$ cat src/rtl/spi_ram_ctrl_if.sv
// spi_ram_ctrl_if: command/response bundle between the SPI slave front end and the RAM controller.
interface spi_ram_ctrl_if;
    logic [9:0] rx_data;
    logic       rx_valid;
    logic [7:0] tx_data;
    logic       tx_valid;
    logic       seq_err;
    logic       parity_err;
    modport master (output rx_data, rx_valid, input tx_data, tx_valid, seq_err, parity_err);
    modport slave  (input rx_data, rx_valid, output tx_data, tx_valid, seq_err, parity_err);
endinterface

$ cat src/rtl/spi_ram_ctrl.sv
// spi_ram_ctrl: byte RAM driven by 10-bit SPI command words, one command per rx_valid rising edge.
// Optional macro SPI_RAM_PARITY_EN adds an even-parity bit per location and the parity_err flag.
module spi_ram_ctrl #(
    parameter int MEM_DEPTH = 256,
    parameter int ADDR_SIZE = 8
) (
    input logic          clk,
    input logic          rst_n,
    spi_ram_ctrl_if.slave bus
);
    localparam logic IDLE    = 1'b0;
    localparam logic TX_HOLD = 1'b1;
`ifdef SPI_RAM_PARITY_EN
    localparam int W = 9;
`else
    localparam int W = 8;
`endif
    logic                 rv_q, state, wr_ok, rd_ok, cmd_stb, do_wr, do_rd;
    logic [ADDR_SIZE-1:0] wr_addr, rd_addr;
    logic [1:0]           op;
    logic [7:0]           pay;
    logic [W-1:0]         mem [MEM_DEPTH];
    logic [W-1:0]         wr_word, rd_word;
    assign op      = bus.rx_data[9:8];
    assign pay     = bus.rx_data[7:0];
    assign cmd_stb = bus.rx_valid & ~rv_q;
    assign do_wr   = cmd_stb & (op == 2'b01) & wr_ok;
    assign do_rd   = cmd_stb & (op == 2'b11) & rd_ok;
    assign rd_word = mem[rd_addr];
    assign bus.tx_valid = state;
`ifdef SPI_RAM_PARITY_EN
    assign wr_word = {^pay, pay};
`else
    assign wr_word = pay;
`endif
    // Memory is never reset; the rst_n gate drops a command that coincides with reset.
    always_ff @(posedge clk)
        if (rst_n && do_wr) mem[wr_addr] <= wr_word;
    always_ff @(posedge clk) begin
        if (!rst_n) begin
            rv_q        <= 1'b1;
            state       <= IDLE;
            wr_ok       <= 1'b0;
            rd_ok       <= 1'b0;
            wr_addr     <= '0;
            rd_addr     <= '0;
            bus.tx_data <= '0;
            bus.seq_err <= 1'b0;
        end else begin
            rv_q        <= bus.rx_valid;
            bus.seq_err <= cmd_stb & op[0] & ~(op[1] ? rd_ok : wr_ok);
            state       <= do_rd ? TX_HOLD : (cmd_stb ? IDLE : state);
            if (cmd_stb && op == 2'b00) begin
                wr_addr <= pay[ADDR_SIZE-1:0];
                wr_ok   <= 1'b1;
            end
            if (cmd_stb && op == 2'b10) begin
                rd_addr <= pay[ADDR_SIZE-1:0];
                rd_ok   <= 1'b1;
            end
            if (do_wr) wr_addr <= wr_addr + 1'b1;
            if (do_rd) begin
                rd_addr     <= rd_addr + 1'b1;
                bus.tx_data <= rd_word[7:0];
            end
        end
    end
`ifdef SPI_RAM_PARITY_EN
    always_ff @(posedge clk)
        if (!rst_n) bus.parity_err <= 1'b0;
        else bus.parity_err <= do_rd ? (rd_word[8] != ^rd_word[7:0]) : (cmd_stb ? 1'b0 : bus.parity_err);
`else
    assign bus.parity_err = 1'b0;
`endif
endmodule

$ cat src/flat_wrapper.sv
// flat-port wrapper written by rule: the top's interface ports become plain ports
module spi_ram_ctrl_flat 
#(
    parameter int MEM_DEPTH = 256,
    parameter int ADDR_SIZE = 8
)
  (clk, rst_n, bus_rx_data, bus_rx_valid, bus_tx_data, bus_tx_valid, bus_seq_err, bus_parity_err);
  spi_ram_ctrl_if bus_i ();
  input logic clk;
  input logic rst_n;
  input wire logic [$bits(bus_i.rx_data)-1:0] bus_rx_data;
  input wire logic [$bits(bus_i.rx_valid)-1:0] bus_rx_valid;
  output wire logic [$bits(bus_i.tx_data)-1:0] bus_tx_data;
  output wire logic [$bits(bus_i.tx_valid)-1:0] bus_tx_valid;
  output wire logic [$bits(bus_i.seq_err)-1:0] bus_seq_err;
  output wire logic [$bits(bus_i.parity_err)-1:0] bus_parity_err;
  assign bus_i.rx_data = bus_rx_data;
  assign bus_i.rx_valid = bus_rx_valid;
  assign bus_tx_data = bus_i.tx_data;
  assign bus_tx_valid = bus_i.tx_valid;
  assign bus_seq_err = bus_i.seq_err;
  assign bus_parity_err = bus_i.parity_err;
  spi_ram_ctrl #(.MEM_DEPTH(MEM_DEPTH), .ADDR_SIZE(ADDR_SIZE)) u_core (.clk(clk), .rst_n(rst_n), .bus(bus_i));
endmodule
$ cat config.mk
export PLATFORM = sky130hd
export DESIGN_NAME = spi_ram_ctrl_flat
export DESIGN_NICKNAME = d
export VERILOG_FILES = /design/src/rtl/spi_ram_ctrl_if.sv /design/src/rtl/spi_ram_ctrl.sv /design/src/flat_wrapper.sv
export SDC_FILE = /design/constraint.sdc
export NUM_CORES = 2
export LEC_CHECK = 0
export ABC_AREA = 1
export BUFFER_PORTS_ARGS = -buffer_cell sky130_fd_sc_hd__buf_2
export CORE_ASPECT_RATIO = 0.7
export CORE_MARGIN = 4
export CORE_UTILIZATION = 50
export CTS_BUF_LIST = sky130_fd_sc_hd__clkbuf_4 sky130_fd_sc_hd__clkbuf_8
export CTS_CLUSTER_DIAMETER = 60
export DETAILED_ROUTE_END_ITERATION = 10
export PLACE_DENSITY = 0.76
export SLEW_MARGIN = 40
export SYNTH_ARGS = -nofsm -noshare
export SYNTH_HDL_FRONTEND = slang
export SYNTH_SLANG_ARGS = --single-unit
$ cat constraint.sdc
create_clock -name clk -period 3.03 [get_ports clk]
set_input_delay 0.1515 -clock clk [delete_from_list [all_inputs] [get_ports clk]]
set_output_delay 0.1515 -clock clk [all_outputs]
set_load 0.005 [all_outputs]
==> Word level (Yosys, flattened, before mapping) <==
Memory sizes are Yosys's and may differ from the RTL's. A register that Yosys moved wholly into a read port is not among the register bits.
Index checks and enable logic that the tools add are counted.
{ "classes": {"addsub": 2, "n_eq_ne": 3, "n_mux": 9, "bitwise": 9, "reduce_logical": 8} }
{ "op_table": {"columns": ["cell", "count"], "rows": [
  ["8-bit two-way mux", 4],
  ["8-bit by 1-bit adder with 8-bit output (second input constant)", 2],
  ["1-bit AND", 7],
  ["2-bit nonzero test", 3],
  ["1-bit two-way mux", 5],
  ["2-bit equality test (second input constant)", 2],
  ["1-bit logical AND", 3],
  ["2-bit by 1-bit equality test with 1-bit output (second input constant)", 1],
  ["2-bit zero test", 1],
  ["1-bit inverter", 2],
  ["1-bit zero test", 1]
]} }
{ "totals": {"register_bits": 21, "ramBits": 2048, "in_bits": 13, "out_inout_bits": 11, "memories": 1} }
{ "mem_list": {"columns": ["name", "depth", "width", "rd", "rd_ports_with_merged_regs", "write_ports", "line", "text"], "rows": [
  ["u_core.mem", 256, 8, 1, 1, 1, "spi_ram_ctrl.sv:22", "logic [W-1:0] mem [MEM_DEPTH];"]
]} }

==> Longest topological paths before layout <==
{ "depth": {"ltp_word": 7, "mapped_depth": 20, "ltp_nobuf": 17} }

==> Worst setup path before layout <==
No wires, ideal clock.
{ "synth_path": {"kind": "register -> register", "from": "register u_core.rv_q", "to": "memory u_core.mem[102][0], enable pin", "setup_ns": 0.370, "arrival_time_ns": 1.873, "required_time_ns": 2.660, "slack_ns": 0.787, "path_stages_with_launch": 11, "n_path_buf": 1, "cell_sequence": "dfxtp_1 -> nor2_1 -> inv_1 -> nor2_1 -> nand2_1 -> nor2_1 -> inv_1 -> nor2_1 -> nand2_1 -> buf_2 -> nor2_1"} }
{ "synth_via": {"elab_chain_cells": 7} }
{ "synth_rtl": {"columns": ["element", "line", "text"], "rows": [
  ["start, declared", "spi_ram_ctrl.sv:18", "logic rv_q, state, wr_ok, rd_ok, cmd_stb, do_wr, do_rd;"],
  ["start signal, assigned", "spi_ram_ctrl.sv:50", "rv_q <= bus.rx_valid;"],
  ["1-bit inverter", "spi_ram_ctrl.sv:26", "assign cmd_stb = bus.rx_valid & ~rv_q;"],
  ["1-bit AND", "spi_ram_ctrl.sv:26", null],
  ["1-bit AND (2 in a row)", "spi_ram_ctrl.sv:27", "assign do_wr = cmd_stb & (op == 2'b01) & wr_ok;"],
  ["1-bit logical AND", "spi_ram_ctrl.sv:38", "if (rst_n && do_wr) mem[wr_addr] <= wr_word;"],
  ["1-bit two-way mux", "spi_ram_ctrl.sv:38", null],
  ["1-bit two-way mux (implied by the code)", "spi_ram_ctrl.sv:38", null],
  ["end, declared", "spi_ram_ctrl.sv:22", null]
]} }
No other way between the ends.

==> impl_metrics.csv <==
group,metric,value,unit
global_route,grt_use_total,26.5,%
global_route,grt_pass1_wl,362,mm
floorplanning,dieArea,180000,um2
synth,synthCells,7780,
sta,fin_skew,0.0687,ns
worst_setup_path,cp-start-kind,"flip-flop",
floorplanning,rows,127,
clock_tree,cts_max_level,5,
hold_path,hold_path.class,"input port to flip-flop",
sta,tightest_slew,0.896,ns
flow_run,drv_cap,0,
sta,fin_crit_sh,95.8,%
synth,async_flop_share,0,%
place,place_congestion,0.923,
synth,syn_area,86500,um2
sta,min_period,2.90,ns
layout,post-route-util,57.2,%
worst_setup_path,rrSetupSlack,0.13,ns
clock_tree,cts_max_path_buffers,4,
synth,synthTopCellsByArea,"edfxtp_1 71%, nand2_1 7.7%, nor2_1 6.3%",
route,drc_errors,0,
worst_setup_path,crit_path_max_fanout,43,
synth,synth_top_area_share,71.1,%
power,p_leak,36.4,nW
layout,fin_nets,8199,
sta,setup_violations,0,
worst_setup_path,critPathKind,"flip-flop to flip-flop",
synth,ys_warn_count,0,
synth,syn_avg_cell_area,11.1,um2
clock_tree,insertion_delay,1.04,ns
synth,yosysMostFrequentCell,"edfxtp_1",
place,dpl_cell_area,92200,um2
synth,synth_edf_count,2048,
synth,ys_ff_latch,2077,
synth,synth_flop_cell,"edfxtp_1",
global_route,grt_antenna_before_repair,13,
worst_setup_path,worstPathRequired,3.97,ns
global_route,grt_overflow_total,0,
clock_tree,cts.sinks,2077,
floorplanning,io-pin-count,24,
synth,ys_seq_area_share,71.8,%
worst_setup_path,worst-endpoint-arrival,3.84,ns
global_route,grt_max_degree,103,
sta,slew_headroom,40.1,%
global_route,grt_pass1_vias,57900,
route,routed_via_density,5.79,
floorplanning,die_x,505,um
layout,final_area,98100,um2
synth,synth_cell_type_count,32,
floorplanning,start_util,50.4,%
sta,rsz0062_at_grt,"no",
layout,fill_cells,13500,
synth,synthesis.nets,7798,
floorplanning,die_height,356,um
floorplanning,core,172000,um2
place,portBuffers,22,
outcome,outcome,"completed",
route,drt_pass1_iterations,6,
sta,hold_viol,0,
route,drt_iter0_markers,10300,
route,wirelength,243,mm
clock_tree,clk_pin_slew,0.07,ns
route,routedWlPerCell,22.8,um
power,ir_worst_vdd,546,uV
route,dr_total_vias,61700,
synth,yosysTopAreaCell,"edfxtp_1",
power,p_per_area,562,nW/um2
clock_tree,root_buffer,"clkbuf_8",
synth,synth_commonest_cells,"2048 x edfxtp_1, 1764 x nand2_1, 1447 x nor2_1",
clock_tree,numCtsBuffers,307,
place,dp_hpwl,147,mm
route,ant_nets,0,
layout,drive_gt1_share,12.4,%
layout,syn_to_final_growth,13.5,%
clock_tree,cts_tree,"yes",
sta,fmax,345,MHz
worst_setup_path,endpoint_kind,"flip-flop",
sta,slew_violations,0,
flip-flops by register name, summed over array words and instances, names as in the netlist:
| name | count |
|---|---|
| u_core.mem | 2048 |
| u_core.bus.tx_data | 8 |
| u_core.rd_addr | 8 |
| u_core.wr_addr | 8 |
| u_core.bus.seq_err | 1 |
| u_core.bus.tx_valid | 1 |
| u_core.rd_ok | 1 |
| u_core.rv_q | 1 |
| u_core.wr_ok | 1 |
cells by family after synthesis:
family	Yosys count	synth area share, %
DFF	2077	71.8
AOI/OAI and AO/OA	950	5.89
and+or+nand+nor	3817	17.5
other	1	0.00434
buffers and inverters	925	4.71
xor gates and xnor gates	5	0.0507
adders and majority gates	5	0.0724
metal layers:
layer	part of all wire, %	track usage, %
met1	39	39.0
met2	43	37.9
met3	15	7.25
met4	3.2	9.40
met5	0.016	0
final cells by class:
cell class                 count  area (um2)  share of cell area [%]
clock inverter                91         480                   0.490
timing repair buffer         559        5360                    5.47
clock buffer                 428        5180                    5.28
tap                         2257        2820                    2.88
multi-input combinational   4778       20400                    20.8
inverter                     458        1750                    1.78
antenna                        9        22.5                  0.0230
sequential                  2077       62100                    63.3
placed cells by master (no fill, tap or decap), drive strengths merged, types with 8 or more instances in the layout:
cell / n
nand3: 591
clkinv: 93
o211ai: 116
a21oi: 111
dfxtp: 29
o21ai: 696
nor2: 1447
dlygate4sd3: 18
clkbuf: 428
diode: 9
edfxtp: 2048
inv: 447
buf: 541
a31oi: 8
o22ai: 13
nand2: 1764
stage by stage:
step | setup WS, ns | TNS [ns] | power (W) | hold slack, ns | instances
2_1_floorplan | 0.787 | 0 | 0.0329 | 0.248 | 7780
3_3_place_gp | -0.0852 | -0.131 | 0.0339 | 0.421 | 10100
3_5_place_dp | -0.0686 | -0.126 | 0.0339 | 0.422 | 10100
4_1_cts | 0.0593 | 0 | 0.0552 | 0.134 | 10600
5_1_grt | 0.0279 | 0 | 0.0568 | 0.154 | 10700
6_report | 0.127 | 0 | 0.0551 | 0.167 | 10700
repair_timing:
item                       4_1_cts  5_1_grt
buffers inserted                 0        0
hold endpoints to repair      1944        0
resized for setup                2       10
hold buffers                    18        0
setup endpoints to repair        2        4
critical path: stages, from the launching register on:
cell and delay (ns):
dfxtp_4 0.47, buf_12 0.18, buf_12 0.22, buf_16 0.24, buf_16 0.24, nand2_1 0.09
nand3_1 0.09, nand3_1 0.09, nand3_1 0.10, nand2_1 0.09, nand2_1 0.07, nand2_1 0.12
nor2_4 0.26, nand2_1 0.11, nand3_2 0.15, nand3_1 0.10, nand2_1 0.07, inv_1 0.05
power by group:
part / leakage, nW / switching (W) / internal, W
registers: 18.6 / 0.00000872 / 0.0315
clock network: 3.01 / 0.0105 / 0.0112
logic: 14.8 / 0.00139 / 0.000410
path summary, 6_finish.rpt:
| kind | cells past startpoint | end | start |
|---|---|---|---|
| hold / removal | 2 | u_core.mem[87][4] | bus_rx_data[4] |
| setup / recovery | 17 | u_core.bus.tx_data[6] | u_core.rd_addr[0] |
| hold reg to reg | 2 | u_core.wr_ok | u_core.wr_ok |
| setup reg to reg | 17 | u_core.bus.tx_data[6] | u_core.rd_addr[0] |
Power figures use the tool's default switching activity.
